==> config.mk <==
export PLATFORM = sky130hd
export DESIGN_NAME = mem_arbiter_flat
export DESIGN_NICKNAME = d
export VERILOG_FILES = /design/src/rtl/mem_arbiter_if.sv /design/src/rtl/mem_arbiter.sv /design/src/flat_wrapper.sv
export SDC_FILE = /design/constraint.sdc
export NUM_CORES = 1
export LEC_CHECK = 0
export ABC_AREA = 1
export BUFFER_PORTS_ARGS = -buffer_cell sky130_fd_sc_hd__buf_2
export CORE_AREA = 2 2 143 145
export CTS_BUF_LIST = sky130_fd_sc_hd__clkbuf_4 sky130_fd_sc_hd__clkbuf_8
export CTS_CLUSTER_DIAMETER = 80
export CTS_CLUSTER_SIZE = 24
export DETAILED_ROUTE_END_ITERATION = 10
export DIE_AREA = 0 0 145 147
export PLACE_DENSITY = 0.82
export SLEW_MARGIN = 0
export SYNTH_ARGS = -nofsm -noshare
export SYNTH_HDL_FRONTEND = slang
export SYNTH_SLANG_ARGS = --single-unit
==> constraint.sdc <==
create_clock -name clk -period 8 [get_ports clk]
set_clock_uncertainty 0.1 [all_clocks]
set_input_delay 0.4 -clock clk [delete_from_list [all_inputs] [get_ports clk]]
set_output_delay 0.4 -clock clk [all_outputs]
set_load 0.02 [all_outputs]
==> src/rtl/mem_arbiter_if.sv <==
// Bundle of IF/MEM request ports and the byte-wide RAM port around mem_arbiter.
// The slave modport is the arbiter; master is the requesters plus RAM.
interface mem_arbiter_if #(
  parameter int unsigned ADDR_W = 32
);
  logic              if_req;
  logic [ADDR_W-1:0] if_addr;
  logic              if_done;
  logic [31:0]       if_data;
  logic              mem_req;
  logic              mem_wr;
  logic [1:0]        mem_len;
  logic [ADDR_W-1:0] mem_addr;
  logic [31:0]       mem_wdata;
  logic              mem_done;
  logic [31:0]       mem_rdata;
  logic [ADDR_W-1:0] ram_addr;
  logic              ram_wr;
  logic [7:0]        ram_dout;
  logic [7:0]        ram_din;
  logic              busy;

  modport slave (
    input  if_req, if_addr, mem_req, mem_wr, mem_len, mem_addr, mem_wdata, ram_din,
    output if_done, if_data, mem_done, mem_rdata, ram_addr, ram_wr, ram_dout, busy
  );

  modport master (
    output if_req, if_addr, mem_req, mem_wr, mem_len, mem_addr, mem_wdata, ram_din,
    input  if_done, if_data, mem_done, mem_rdata, ram_addr, ram_wr, ram_dout, busy
  );
endinterface

==> src/rtl/mem_arbiter.sv <==
// Arbitrates a byte-wide RAM between instruction fetch and the load/store unit,
// serialising 1/2/4-byte little-endian accesses into byte cycles.
module mem_arbiter #(
  parameter int unsigned ADDR_W = 32
) (
  input  logic           clk,
  input  logic           rst,
  mem_arbiter_if.slave   bus
);

  typedef enum logic [2:0] {IDLE, RD, RD_LAST, WR, DONE} state_t;

  state_t            state, state_n;
  logic [1:0]        cnt, cnt_n;
  logic [1:0]        last, last_n;
  logic              gnt_mem, gnt_mem_n;
  logic [ADDR_W-1:0] base, base_n;
  logic [31:0]       wdata, wdata_n;
  logic [31:0]       acc, acc_n;
  logic [ADDR_W-1:0] ram_addr_q, ram_addr_n;
  logic              ram_wr_q, ram_wr_n;
  logic [7:0]        ram_dout_q, ram_dout_n;
  logic              if_done_q, if_done_n;
  logic [31:0]       if_data_q, if_data_n;
  logic              mem_done_q, mem_done_n;
  logic [31:0]       mem_rdata_q, mem_rdata_n;
  logic              busy_q, busy_n;
  logic [1:0]        cap_idx;

  function automatic logic [1:0] last_idx(input logic [1:0] len);
    case (len)
      2'd0:    last_idx = 2'd0;
      2'd1:    last_idx = 2'd1;
      default: last_idx = 2'd3;
    endcase
  endfunction

  always_ff @(posedge clk or posedge rst) begin
    if (rst) begin
      state       <= IDLE;
      cnt         <= '0;
      last        <= '0;
      gnt_mem     <= 1'b0;
      base        <= '0;
      wdata       <= '0;
      acc         <= '0;
      ram_addr_q  <= '0;
      ram_wr_q    <= 1'b0;
      ram_dout_q  <= '0;
      if_done_q   <= 1'b0;
      if_data_q   <= '0;
      mem_done_q  <= 1'b0;
      mem_rdata_q <= '0;
      busy_q      <= 1'b0;
    end else begin
      state       <= state_n;
      cnt         <= cnt_n;
      last        <= last_n;
      gnt_mem     <= gnt_mem_n;
      base        <= base_n;
      wdata       <= wdata_n;
      acc         <= acc_n;
      ram_addr_q  <= ram_addr_n;
      ram_wr_q    <= ram_wr_n;
      ram_dout_q  <= ram_dout_n;
      if_done_q   <= if_done_n;
      if_data_q   <= if_data_n;
      mem_done_q  <= mem_done_n;
      mem_rdata_q <= mem_rdata_n;
      busy_q      <= busy_n;
    end
  end

  // Each output is computed one cycle ahead so it appears registered in the named state
  always_comb begin
    state_n     = state;
    cnt_n       = cnt;
    last_n      = last;
    gnt_mem_n   = gnt_mem;
    base_n      = base;
    wdata_n     = wdata;
    acc_n       = acc;
    ram_addr_n  = ram_addr_q;
    ram_wr_n    = 1'b0;
    ram_dout_n  = '0;
    if_done_n   = 1'b0;
    if_data_n   = if_data_q;
    mem_done_n  = 1'b0;
    mem_rdata_n = mem_rdata_q;
    cap_idx     = 2'(cnt - 2'd1);

    case (state)
      IDLE: begin
        if (bus.mem_req) begin
          gnt_mem_n  = 1'b1;
          base_n     = bus.mem_addr;
          wdata_n    = bus.mem_wdata;
          last_n     = last_idx(bus.mem_len);
          cnt_n      = '0;
          acc_n      = '0;
          ram_addr_n = bus.mem_addr;
          if (bus.mem_wr) begin
            state_n    = WR;
            ram_wr_n   = 1'b1;
            ram_dout_n = bus.mem_wdata[7:0];
          end else begin
            state_n = RD;
          end
        end else if (bus.if_req) begin
          gnt_mem_n  = 1'b0;
          base_n     = bus.if_addr;
          wdata_n    = '0;
          last_n     = 2'd3;
          cnt_n      = '0;
          acc_n      = '0;
          ram_addr_n = bus.if_addr;
          state_n    = RD;
        end
      end

      // ram_din lags the address by one cycle, so byte cnt-1 is captured here
      RD: begin
        if (cnt != 2'd0) acc_n[{cap_idx, 3'b000} +: 8] = bus.ram_din;
        if (cnt == last) begin
          state_n = RD_LAST;
        end else begin
          cnt_n      = 2'(cnt + 2'd1);
          ram_addr_n = base + ADDR_W'(cnt_n);
        end
      end

      RD_LAST: begin
        acc_n[{cnt, 3'b000} +: 8] = bus.ram_din;
        state_n = DONE;
        if (gnt_mem) begin
          mem_done_n  = 1'b1;
          mem_rdata_n = acc_n;
        end else begin
          if_done_n = 1'b1;
          if_data_n = acc_n;
        end
      end

      WR: begin
        if (cnt == last) begin
          state_n    = DONE;
          mem_done_n = 1'b1;
        end else begin
          cnt_n      = 2'(cnt + 2'd1);
          ram_addr_n = base + ADDR_W'(cnt_n);
          ram_wr_n   = 1'b1;
          ram_dout_n = wdata[{cnt_n, 3'b000} +: 8];
        end
      end

      DONE:    state_n = IDLE;
      default: state_n = IDLE;
    endcase

    busy_n = (state_n != IDLE);
  end

  assign bus.ram_addr  = ram_addr_q;
  assign bus.ram_wr    = ram_wr_q;
  assign bus.ram_dout  = ram_dout_q;
  assign bus.if_done   = if_done_q;
  assign bus.if_data   = if_data_q;
  assign bus.mem_done  = mem_done_q;
  assign bus.mem_rdata = mem_rdata_q;
  assign bus.busy      = busy_q;

endmodule

==> src/flat_wrapper.sv <==
// flat-port wrapper written by rule: the top's interface ports become plain ports
module mem_arbiter_flat 
#(
  parameter int unsigned ADDR_W = 32
)
  (clk, rst, bus_if_req, bus_if_addr, bus_mem_req, bus_mem_wr, bus_mem_len, bus_mem_addr, bus_mem_wdata, bus_ram_din, bus_if_done, bus_if_data, bus_mem_done, bus_mem_rdata, bus_ram_addr, bus_ram_wr, bus_ram_dout, bus_busy);
  mem_arbiter_if #(.ADDR_W(ADDR_W)) bus_i ();
  input  logic clk;
  input  logic rst;
  input wire logic [$bits(bus_i.if_req)-1:0] bus_if_req;
  input wire logic [$bits(bus_i.if_addr)-1:0] bus_if_addr;
  input wire logic [$bits(bus_i.mem_req)-1:0] bus_mem_req;
  input wire logic [$bits(bus_i.mem_wr)-1:0] bus_mem_wr;
  input wire logic [$bits(bus_i.mem_len)-1:0] bus_mem_len;
  input wire logic [$bits(bus_i.mem_addr)-1:0] bus_mem_addr;
  input wire logic [$bits(bus_i.mem_wdata)-1:0] bus_mem_wdata;
  input wire logic [$bits(bus_i.ram_din)-1:0] bus_ram_din;
  output wire logic [$bits(bus_i.if_done)-1:0] bus_if_done;
  output wire logic [$bits(bus_i.if_data)-1:0] bus_if_data;
  output wire logic [$bits(bus_i.mem_done)-1:0] bus_mem_done;
  output wire logic [$bits(bus_i.mem_rdata)-1:0] bus_mem_rdata;
  output wire logic [$bits(bus_i.ram_addr)-1:0] bus_ram_addr;
  output wire logic [$bits(bus_i.ram_wr)-1:0] bus_ram_wr;
  output wire logic [$bits(bus_i.ram_dout)-1:0] bus_ram_dout;
  output wire logic [$bits(bus_i.busy)-1:0] bus_busy;
  assign bus_i.if_req = bus_if_req;
  assign bus_i.if_addr = bus_if_addr;
  assign bus_i.mem_req = bus_mem_req;
  assign bus_i.mem_wr = bus_mem_wr;
  assign bus_i.mem_len = bus_mem_len;
  assign bus_i.mem_addr = bus_mem_addr;
  assign bus_i.mem_wdata = bus_mem_wdata;
  assign bus_i.ram_din = bus_ram_din;
  assign bus_if_done = bus_i.if_done;
  assign bus_if_data = bus_i.if_data;
  assign bus_mem_done = bus_i.mem_done;
  assign bus_mem_rdata = bus_i.mem_rdata;
  assign bus_ram_addr = bus_i.ram_addr;
  assign bus_ram_wr = bus_i.ram_wr;
  assign bus_ram_dout = bus_i.ram_dout;
  assign bus_busy = bus_i.busy;
  mem_arbiter #(.ADDR_W(ADDR_W)) u_core (.clk(clk), .rst(rst), .bus(bus_i));
endmodule
==> run_results.csv <==
group,metric,value,unit
status,status,"completed",
critical_path,critical_path_required,8360,ps
critical_path,critPathKind,"register to register",
yosys,synth_top_area_share,49.90,%
timing,fmax,267.5,MHz
power,switching_power,0.002221,W
clock_tree,cts_setup_buffers,0,
finish,stdcell_count,1927,
timing,slew_viol_final,0,
global_routing,grt_first_pass_wirelength,46.31,mm
global_routing,grt_start_max_net_pins,137,
timing,max_slew_margin,17.50,%
min_path,whs_path_depth,3,
die,die_w,145,µm
global_routing,grt_pass1_vias,9396,
power,p_seq_share,38.6,%
die,die_h,147,µm
critical_path,crit_path_max_fanout,23,
power,leakagePower,6.574,nW
min_path,holdCritStartpoint,"bus_mem_wdata[4]",
yosys,synth_cells,1448,
power,swShare,48.06,%
routing,routed_wl,28.95,mm
critical_path,r2r_cells,9,
clock_tree,cts_tree,"done",
run,drv_cap,0,
timing,rsz0062_at_grt,"no",
yosys,synthTopCellsByArea,"dfrtp_1, nand2_1, o21ai_0, inv_1, nor2_1",
clock_tree,cts_num_sinks,212,
yosys,synth_nets,1568,
critical_path,r2r-start,"u_core.cnt[0]$_DFFE_PP0P_",
clock_tree,cts_made_buffers,13,
power,p_comb_share,49.0,%
placed_design,port_buffers,218,
critical_path,critPathLaunchType,"register",
die,io_pins,219,
routing,dr.first_iter.drc_count,895,
yosys,async_reset_ff_share,100.0,%
yosys,syn_avg_cell_area,7.342,µm²
power,ir_worst_vdd,0.0002076,V
timing,tightestPinTransition,1236,ps
routing,drcViolationCount,0,
yosys,synth_seq_area_share,49.90,%
clock_tree,cts_resized,0,
clock_tree,path_clk_slew,140,ps
global_routing,overflow,0,
yosys,yosys.area.top_type,"dfrtp_1",
finish,final_nets,1774,
power,clockPowerShare,12.4,%
finish,diodes,0,
critical_path,cp_data_arrival_time,4090,ps
routing,antenna_left,0,
die,die-area,21320,µm²
clock_tree,root_buffer,"clkbuf_8",
min_path,hp-class,"input pin to register",
yosys,ys.flop_type,"dfrtp_1",
timing,layout_min_cycle_time,3738,ps
die,start_util,53.58,%
yosys,ys_ff_latch,212,
timing,setup_violations,0,
finish,syn_to_final_growth,16.03,%
routing,drt-vias-per-instance,5.245,
timing,whs,40.98,ps
placed_design,dp_hpwl,20.70,mm
routing,num_vias,10108,
timing,fin_crit_sh,46.73,%
finish,layout-drive-gt1-share,15.63,%
finish,final_cell_mix,"nand2_1, buf_2, dfrtp_1",
timing,hold_violations,0,
power,power_density,374.7,nW/µm²
routing,drt_first_pass_iters,5,
routing,post_drt_wl_per_cell,15.03,µm
yosys,ys_warn_count,0,
critical_path,rrSetupSlack,4260,ps
critical_path,r2r-end,"u_core.acc[22]$_DFFE_PP0P_",
placed_design,gp_congestion,0.9245,
clock_tree,cts_max_path_buffers,3,
finish,final_common_cell,"nand2_1",
yosys,synth_edf_count,0,
global_routing,antenna_found_initial,0,
placed_design,place_inst,1884,
power,p_int,0.002400,W
yosys,synth.distinct_cells,36,
critical_path,crit_path_end_kind,"register",
die,rows,52,
die,fp.coreArea,19840,µm²
global_routing,grtUsageTotal,26.44,%
clock_tree,insertion_delay,530,ps
yosys,syn_area,10630,µm²
timing,fin_setup_tns,0,ps
clock_tree,htree_levels,1,
min_path,whs_endpoint,"u_core.wdata[4]$_DFFE_PP0P_",
==> per-stage QoR <==
stage | utilization, % | setup slack, ps | power, W | area, µm²
after floorplan | - | 1706 | 0.003395 | 10630
after global placement | 59.53 | 4458 | 0.003982 | 11810
after detailed placement | 59.53 | 4410 | 0.004048 | 11810
after CTS | 62.11 | 4363 | 0.004625 | 12330
after global routing | 62.16 | 4025 | 0.004968 | 12340
final | 62.16 | 4262 | 0.004622 | 12340
==> cell type report <==
| type | instances | area (µm²) |
|---|---|---|
| clock buffer | 13 | 178.9 |
| clock inverter | 5 | 92.59 |
| fill | 1808 | 7508 |
| inverter | 113 | 431.7 |
| multi-input combinational | 1068 | 4626 |
| sequential | 212 | 5305 |
| tap | 270 | 337.8 |
| timing repair buffer | 246 | 1364 |
==> cell usage after synthesis (4+ instances only) <==
cell type / instances
a31oi_1: 5
nand4_1: 4
clkbuf_1: 16
ha_1: 8
o21ai_1: 4
inv_1: 100
a21oi_1: 13
buf_4: 4
o221ai_1: 8
inv_2: 10
nor3_1: 4
buf_2: 32
nor2_1: 100
o31ai_1: 5
nand2_1: 675
nand3_1: 62
o21ai_0: 141
dfrtp_1: 212
o22ai_1: 8
a22o_1: 8
==> power groups by stage <==
| stage | Clock, W | Combinational [W] | Sequential [W] |
|---|---|---|---|
| 2_1_floorplan | 0 | 0.00134 | 0.00205 |
| 3_3_place_gp | 0 | 0.00219 | 0.00179 |
| 3_5_place_dp | 0 | 0.00225 | 0.00180 |
| 4_1_cts | 0.000583 | 0.00226 | 0.00178 |
| 5_1_grt | 0.000624 | 0.00251 | 0.00183 |
| 6_report | 0.000575 | 0.00226 | 0.00178 |
==> registers in the layout, indices dropped and copies added (netlist names) <==
register / cells
u_core.acc: 32
u_core.base: 32
u_core.bus.if_data: 32
u_core.bus.mem_rdata: 32
u_core.bus.ram_addr: 32
u_core.wdata: 32
u_core.bus.ram_dout: 8
u_core.state: 3
u_core.cnt: 2
u_core.last: 2
u_core.bus.busy: 1
u_core.bus.if_done: 1
u_core.bus.mem_done: 1
u_core.bus.ram_wr: 1
u_core.gnt_mem: 1
==> per-layer routing <==
metal / GRT usage [%] / part of all wire [%] / vias up
met1: 36.61 / 43 / 4734
li1: - / - / 4955
met4: 7.376 / 2.2 / 0
met3: 3.106 / 6.4 / 48
met5: 0 / 0 / -
met2: 44.52 / 48 / 371
==> worst max-delay path, stage by stage (launching register included) <==
cell and delay [ps]:
dfrtp_1 830, inv_1 510, ha_1 520, inv_1 360
nand2_1 310, inv_1 300, nand3_1 310, o21ai_0 260
nand2_1 70, nand2_1 80
==> logic make-up (layout without fill, tap and decap cells) <==
family	after synthesis	in the layout	synth area share, %
AOI/OAI and AO/OA	196	196	10.25
xor gates and xnor gates	6	6	0.4944
adders and majority gates	9	9	1.130
buffers and inverters	168	377	6.591
DFF	212	212	49.90
muxes	2	2	0.1883
and+or+nand+nor	855	855	31.45
==> worst max-delay path by stage <==
stage	from	to	slack, ps	depth (start not counted)
6_report	u_core.cnt[0]$_DFFE_PP0P_	u_core.acc[22]$_DFFE_PP0P_	4260	9
5_1_grt	u_core.cnt[0]$_DFFE_PP0P_	u_core.acc[18]$_DFFE_PP0P_	4030	9
4_1_cts	u_core.cnt[0]$_DFFE_PP0P_	u_core.acc[22]$_DFFE_PP0P_	4360	9
3_5_place_dp	bus_mem_req	u_core.wdata[23]$_DFFE_PP0P_	4410	6
3_3_place_gp	u_core.cnt[0]$_DFFE_PP0P_	u_core.acc[17]$_DFFE_PP0P_	4460	9
2_1_floorplan	rst	u_core.acc[0]$_DFFE_PP0P_	1710	1
==> what timing repair did <==
action / in CTS / in global routing
endpoints found under the setup margin: 0 / 0
hold buffers: 24 / 1
endpoints found under the hold margin: 37 / 1
(Power assumes the default switching activity.)
